`src/rtl/hs_rx_buffer_pkg.sv`:
```
// Shared definitions for the multi-channel handshake receive buffer:
// default parameters, channel-tag width helper and the stored entry type.
package hs_pkg;

    localparam int DEF_DATA_WIDTH = 8;
    localparam int DEF_NUM_CH     = 4;
    localparam int DEF_DEPTH      = 16;
    localparam int DEF_CH_WIDTH   = (DEF_NUM_CH > 1) ? $clog2(DEF_NUM_CH) : 1;

    // Channel tag width: clog2 of the channel count, never less than one bit.
    function automatic int ch_width(input int num_ch);
        return (num_ch > 1) ? $clog2(num_ch) : 1;
    endfunction

    // Stored entry for the default configuration.
    typedef struct packed {
        logic [DEF_CH_WIDTH-1:0]   ch;
        logic [DEF_DATA_WIDTH-1:0] data;
    } hs_entry_t;

endpackage

```
`src/rtl/hs_rx_buffer_rr_arbiter.sv`:
```
// Round-robin arbiter for hs_rx_buffer. Grants the first requester at or above
// the priority pointer (wrapping), and moves the pointer past the winner
// whenever the caller signals that the grant was actually consumed.
module hs_rr_arbiter
    import hs_pkg::*;
#(
    parameter int NUM_CH = DEF_NUM_CH,
    parameter int IDX_W  = ch_width(NUM_CH)
) (
    input  logic              clk,
    input  logic              rst_n,
    input  logic [NUM_CH-1:0] req,
    input  logic              advance,
    output logic [NUM_CH-1:0] grant,
    output logic [IDX_W-1:0]  grant_idx
);

    logic [IDX_W-1:0] prio;
    logic             found;

    // Search upward from the priority pointer for the first active request.
    always_comb begin
        grant     = '0;
        grant_idx = '0;
        found     = 1'b0;
        for (int k = 0; k < NUM_CH; k++) begin
            int idx;
            idx = int'(prio) + k;
            if (idx >= NUM_CH) idx = idx - NUM_CH;
            if (!found && req[idx]) begin
                found      = 1'b1;
                grant[idx] = 1'b1;
                grant_idx  = IDX_W'(idx);
            end
        end
    end

    // Priority moves to the channel after the one just served; holds otherwise.
    always_ff @(posedge clk or negedge rst_n) begin
        if (!rst_n) begin
            prio <= '0;
        end else if (advance) begin
            if (grant_idx == IDX_W'(NUM_CH - 1)) prio <= '0;
            else                                 prio <= grant_idx + 1'b1;
        end
    end

endmodule

```
`src/rtl/hs_rx_buffer.sv`:
```
// Multi-channel valid/ready receive buffer. NUM_CH producers are arbitrated
// round-robin (one beat per cycle) into a DEPTH-entry circular buffer that
// stores each beat with its channel tag; the head is presented first-word-
// fall-through on the output port.
// Optional build macro HS_RX_STATS_EN adds drop_cnt, a saturating count of
// cycles in which a producer was waiting while the buffer was full.
module hs_rx_buffer
    import hs_pkg::*;
#(
    parameter int DATA_WIDTH = DEF_DATA_WIDTH,
    parameter int NUM_CH     = DEF_NUM_CH,
    parameter int CH_WIDTH   = ch_width(NUM_CH),
    parameter int DEPTH      = DEF_DEPTH,
    parameter int ADDR_WIDTH = $clog2(DEPTH)
) (
    input  logic                         clk,
    input  logic                         rst_n,
    input  logic                         rx_en,
    input  logic [NUM_CH-1:0]            in_valid,
    output logic [NUM_CH-1:0]            in_ready,
    input  logic [NUM_CH*DATA_WIDTH-1:0] in_data,
    output logic                         out_valid,
    input  logic                         out_ready,
    output logic [DATA_WIDTH-1:0]        out_data,
    output logic [CH_WIDTH-1:0]          out_ch,
    output logic [ADDR_WIDTH:0]          count,
`ifdef HS_RX_STATS_EN
    output logic [15:0]                  drop_cnt,
`endif
    output logic                         full
);

    typedef struct packed {
        logic [CH_WIDTH-1:0]   ch;
        logic [DATA_WIDTH-1:0] data;
    } entry_t;

    entry_t                mem [DEPTH];
    logic [ADDR_WIDTH-1:0] wr_ptr;
    logic [ADDR_WIDTH-1:0] rd_ptr;
    logic [NUM_CH-1:0]     grant;
    logic [CH_WIDTH-1:0]   grant_idx;
    logic                  push;
    logic                  pop;
    entry_t                head;

    hs_rr_arbiter #(
        .NUM_CH (NUM_CH),
        .IDX_W  (CH_WIDTH)
    ) u_arb (
        .clk       (clk),
        .rst_n     (rst_n),
        .req       (in_valid),
        .advance   (push),
        .grant     (grant),
        .grant_idx (grant_idx)
    );

    // Handshake decode: only the granted channel sees ready, and only with room.
    always_comb begin
        full      = (count == (ADDR_WIDTH+1)'(DEPTH));
        out_valid = (count != '0);
        in_ready  = (rx_en && !full) ? grant : '0;
        push      = |(in_valid & in_ready);
        pop       = out_valid & out_ready;
        head      = mem[rd_ptr];
        out_data  = out_valid ? head.data : '0;
        out_ch    = out_valid ? head.ch   : '0;
    end

    // Buffer storage; contents are don't-care until written, so no reset.
    always_ff @(posedge clk) begin
        if (push) begin
            mem[wr_ptr] <= '{ch: grant_idx, data: in_data[int'(grant_idx)*DATA_WIDTH +: DATA_WIDTH]};
        end
    end

    // Pointers wrap explicitly so non-power-of-two depths work.
    always_ff @(posedge clk or negedge rst_n) begin
        if (!rst_n) begin
            wr_ptr <= '0;
            rd_ptr <= '0;
        end else begin
            if (push) wr_ptr <= (wr_ptr == ADDR_WIDTH'(DEPTH - 1)) ? '0 : wr_ptr + 1'b1;
            if (pop)  rd_ptr <= (rd_ptr == ADDR_WIDTH'(DEPTH - 1)) ? '0 : rd_ptr + 1'b1;
        end
    end

    // Occupancy tracks push/pop; simultaneous push and pop leaves it unchanged.
    always_ff @(posedge clk or negedge rst_n) begin
        if (!rst_n) begin
            count <= '0;
        end else begin
            case ({push, pop})
                2'b10:   count <= count + 1'b1;
                2'b01:   count <= count - 1'b1;
                default: count <= count;
            endcase
        end
    end

`ifdef HS_RX_STATS_EN
    // Saturating count of cycles where a producer waits on a full buffer.
    always_ff @(posedge clk or negedge rst_n) begin
        if (!rst_n) begin
            drop_cnt <= '0;
        end else if (rx_en && full && (|in_valid) && (drop_cnt != 16'hFFFF)) begin
            drop_cnt <= drop_cnt + 16'd1;
        end
    end
`endif

endmodule

```
`config.mk`:
```
export PLATFORM = sky130hd
export DESIGN_NAME = hs_rx_buffer
export DESIGN_NICKNAME = d
export VERILOG_FILES = /design/src/rtl/hs_rx_buffer_pkg.sv /design/src/rtl/hs_rx_buffer_rr_arbiter.sv /design/src/rtl/hs_rx_buffer.sv
export SDC_FILE = /design/constraint.sdc
export NUM_CORES = 1
export LEC_CHECK = 0
export CORE_MARGIN = 10
export CORE_UTILIZATION = 60
export CTS_CLUSTER_SIZE = 12
export DETAILED_ROUTE_END_ITERATION = 10
export PLACE_DENSITY_LB_ADDON = 0.3
export SLEW_MARGIN = 20
export SYNTH_ARGS = -nofsm -noshare
export SYNTH_HDL_FRONTEND = slang
export SYNTH_HIERARCHICAL = 1
export SYNTH_SLANG_ARGS = --single-unit
export TNS_END_PERCENT = 30
```
`constraint.sdc`:
```
create_clock -name clk -period 6.2 [get_ports clk]
set_input_delay 0.62 -clock clk [delete_from_list [all_inputs] [get_ports clk]]
set_output_delay 0.62 -clock clk [all_outputs]
set_load 0.1 [all_outputs]
```
==> flow_metrics.tcl <==
set metrics [dict create \
    holdWs_ns 0.569 \
    dr_total_vias 4302 \
    io_pins 61 \
    fmax_mhz 201 \
    cts-root-buf "clkbuf_16" \
    cp-end-kind "output pin" \
    drt-vias-per-instance 6.32 \
    place_hpwl_um 10400 \
    synth_top_area_share_pct 61.6 \
    min_period_ns 4.96 \
    crit_chain "inv_1, ha_1, mux4_2, nor3_1, a22oi_1, o21ai_0, and2_1, clkdlybuf4s50_1" \
    fin_setup_tns_ns 0 \
    synth_edf_count 160 \
    worst_path_max_delay_cell "clkdlybuf4s50_1" \
    maxSlewHeadroom_pct 29.5 \
    slowest_delay_ns 1.13 \
    cts_made_buffers 17 \
    port_buffers 60 \
    grt_pass1_wl_um 25400 \
    synth_area_leaders "edfxtp_1 62%, mux4_2 15%, dfrtp_1 4.8%, ha_1 2.6%, a22oi_1 1.8%" \
    maxCapViolCount 0 \
    drc 0 \
    post_cts_buffers 0 \
    die_h_um 134 \
    wl_um 15700 \
    finalHoldViolations 0 \
    synthArstFlopShare_pct 8.57 \
    rows 41 \
    critPathLaunchType "register" \
    cts_resized 0 \
    fin_nets 553 \
    groute.usage.overall_pct 18.5 \
    rsz0062_at_grt "no" \
    drt_iter0_markers 444 \
    grt_pass1_vias 4522 \
    synth_nets 487 \
    yosysUniqueCellTypes 52 \
    yosys_warnings 6 \
    synth-seq-cells 175 \
    syn_to_final_growth_pct 17.1 \
    wire_per_inst_um 23.1 \
    gp_congestion 0.804 \
    setup_viol 0 \
    postCtsHoldBufs 0 \
    coreArea_um2 12700 \
    required_ns 5.58 \
    syn_avg_cell_area_um2 18.1 \
    min_period_over_period_pct 80.1 \
    netlist_area_um2 7800 \
    seq_area_frac_synth_pct 66.4 \
    fin_cells 681 \
    drive_above_1_share_pct 21.2 \
    antenna_left 0 \
    yosysTopAreaCell "edfxtp_1" \
    worstMarginPinSlew_ns 1.06 \
    min_path_type "reg2reg" \
    path_max_fanout 20 \
    worst_skew_pair.late_latency_ns 0.43 \
    slew_violations 0 \
    overflow 0 \
    drtPass1Iterations 5 \
    fin_util_pct 72.1 \
    placed_cells 650 \
    status "complete, no violations" \
    antenna_found_initial 0 \
    crit_type "reg2out" \
    synth_flop_cell "edfxtp_1" \
    die_area_um2 18000 \
    start_util_pct 61.5 \
    worstPathArrival_ns 4.34 \
    clkSinkCount 175 \
    clock_path_buffers 2 \
    fp.dieW_um 134 \
    clk_pin_slew_worst_paths_ns 0.06 \
    cts_tree "done" \
    grt_max_degree 28 \
    h-tree-depth 4 \
    fin_skew_ns 0.00755 \
    n_antenna_cell 0 \
    synthCells 431 \
]
-- logic make-up (layout without fill, tap and decap cells) --
group | count (synthesis) | count (layout) | share of synthesized area [%]
compound gates | 66 | 66 | 5.90
xor+xnor | 9 | 9 | 1.01
fa+ha+maj | 16 | 16 | 2.57
buf+inv | 34 | 112 | 2.13
flops | 175 | 175 | 66.4
mux | 68 | 68 | 17.1
simple gates | 63 | 63 | 4.86
-- state kept, by name (all words and copies together), names as in the netlist, named ones only --
signal      count
count           5
mem           160
rd_ptr          4
u_arb/prio      1
wr_ptr          4
-- synthesized netlist by cell type (all sizes together) (2+ instances only) --
cell    count
o31ai       2
ha         16
mux2        2
mux2i      14
clkbuf     13
a211oi      2
nor3        5
a21o        3
nand2      12
dfrtp      15
nor3b       5
nand2b      4
edfxtp    160
mux4       52
a22oi      19
a21oi       7
nor2        9
inv         9
nor2b       3
xor2        4
a31oi       2
o21ai      23
buf        11
nand3       6
xnor2       5
and2       11
nor4        2
a22o        2
-- placed cells by master (no fill, tap or decap), types with 3 or more instances in the layout --
cell,count
mux2i_1,14
inv_1,8
nor2_1,8
clkdlybuf4s50_1,60
buf_4,11
a22oi_1,19
nor3_1,5
nor3b_1,5
inv_8,3
nand3_1,6
clkinvlp_4,4
clkbuf_16,17
xor2_1,4
and2_1,11
a21oi_1,7
a21o_1,3
xnor2_1,5
mux4_2,52
ha_1,16
nand2_1,11
o21ai_0,20
dfrtp_1,14
edfxtp_1,160
nand2b_1,3
-- worst max-delay path: cells and delay by family (launching register included) --
| family | cells | cell delay [ns] |
|---|---|---|
| buffers and inverters | 2 | 1.34 |
| flip-flops | 1 | 0.82 |
| AND/OR/NAND/NOR | 2 | 0.56 |
| multiplexers | 1 | 0.46 |
| adder cells (fa/ha/maj) | 1 | 0.45 |
| AO/OA/AOI/OAI | 2 | 0.27 |
-- path summary, 6_finish.rpt --
path / endpoint / start / depth (start not counted) / slack, ns
worst max-delay path: in_ready[0] / register / 8 / 1.24
worst min-delay path: count[3] / count[3] / 1 / 0.57
worst max register to register: count[4] / register / 15 / 1.67
worst min register to register: count[3] / count[3] / 1 / 0.57
max in group asynchronous: rd_ptr[0] / rst_n / 1 / 5.11
min in group asynchronous: u_arb/prio[1] / rst_n / 1 / 0.61
-- layout make-up --
cell class	count	area, um^2
flip-flops and latches	175	5180
fillers	768	3540
multi-input cells	222	2450
repair buffers	71	683
clock buffers	18	429
well taps	172	215
clock inverters	13	133
inverters	10	40.0
-- metal layers --
layer  wire [um]  share of wire, %  global-route usage [%]
met1        6350                40                    24.1
met2        8010                51                    29.5
met3        1080               6.9                    5.19
met4         270               1.7                    6.47
met5           0                 0                       0
-- metrics by stage --
stage                     cell area (um^2)  worst slack (ns)
after floorplan                       7800              1.00
after global placement                8570              1.87
after detailed placement              8570              1.73
after CTS                             9130              1.21
after global routing                  9130              1.05
final                                 9130              1.24
Power is not shown: default switching activity piles up to over one toggle a cycle in this logic, so the estimate is an artifact.
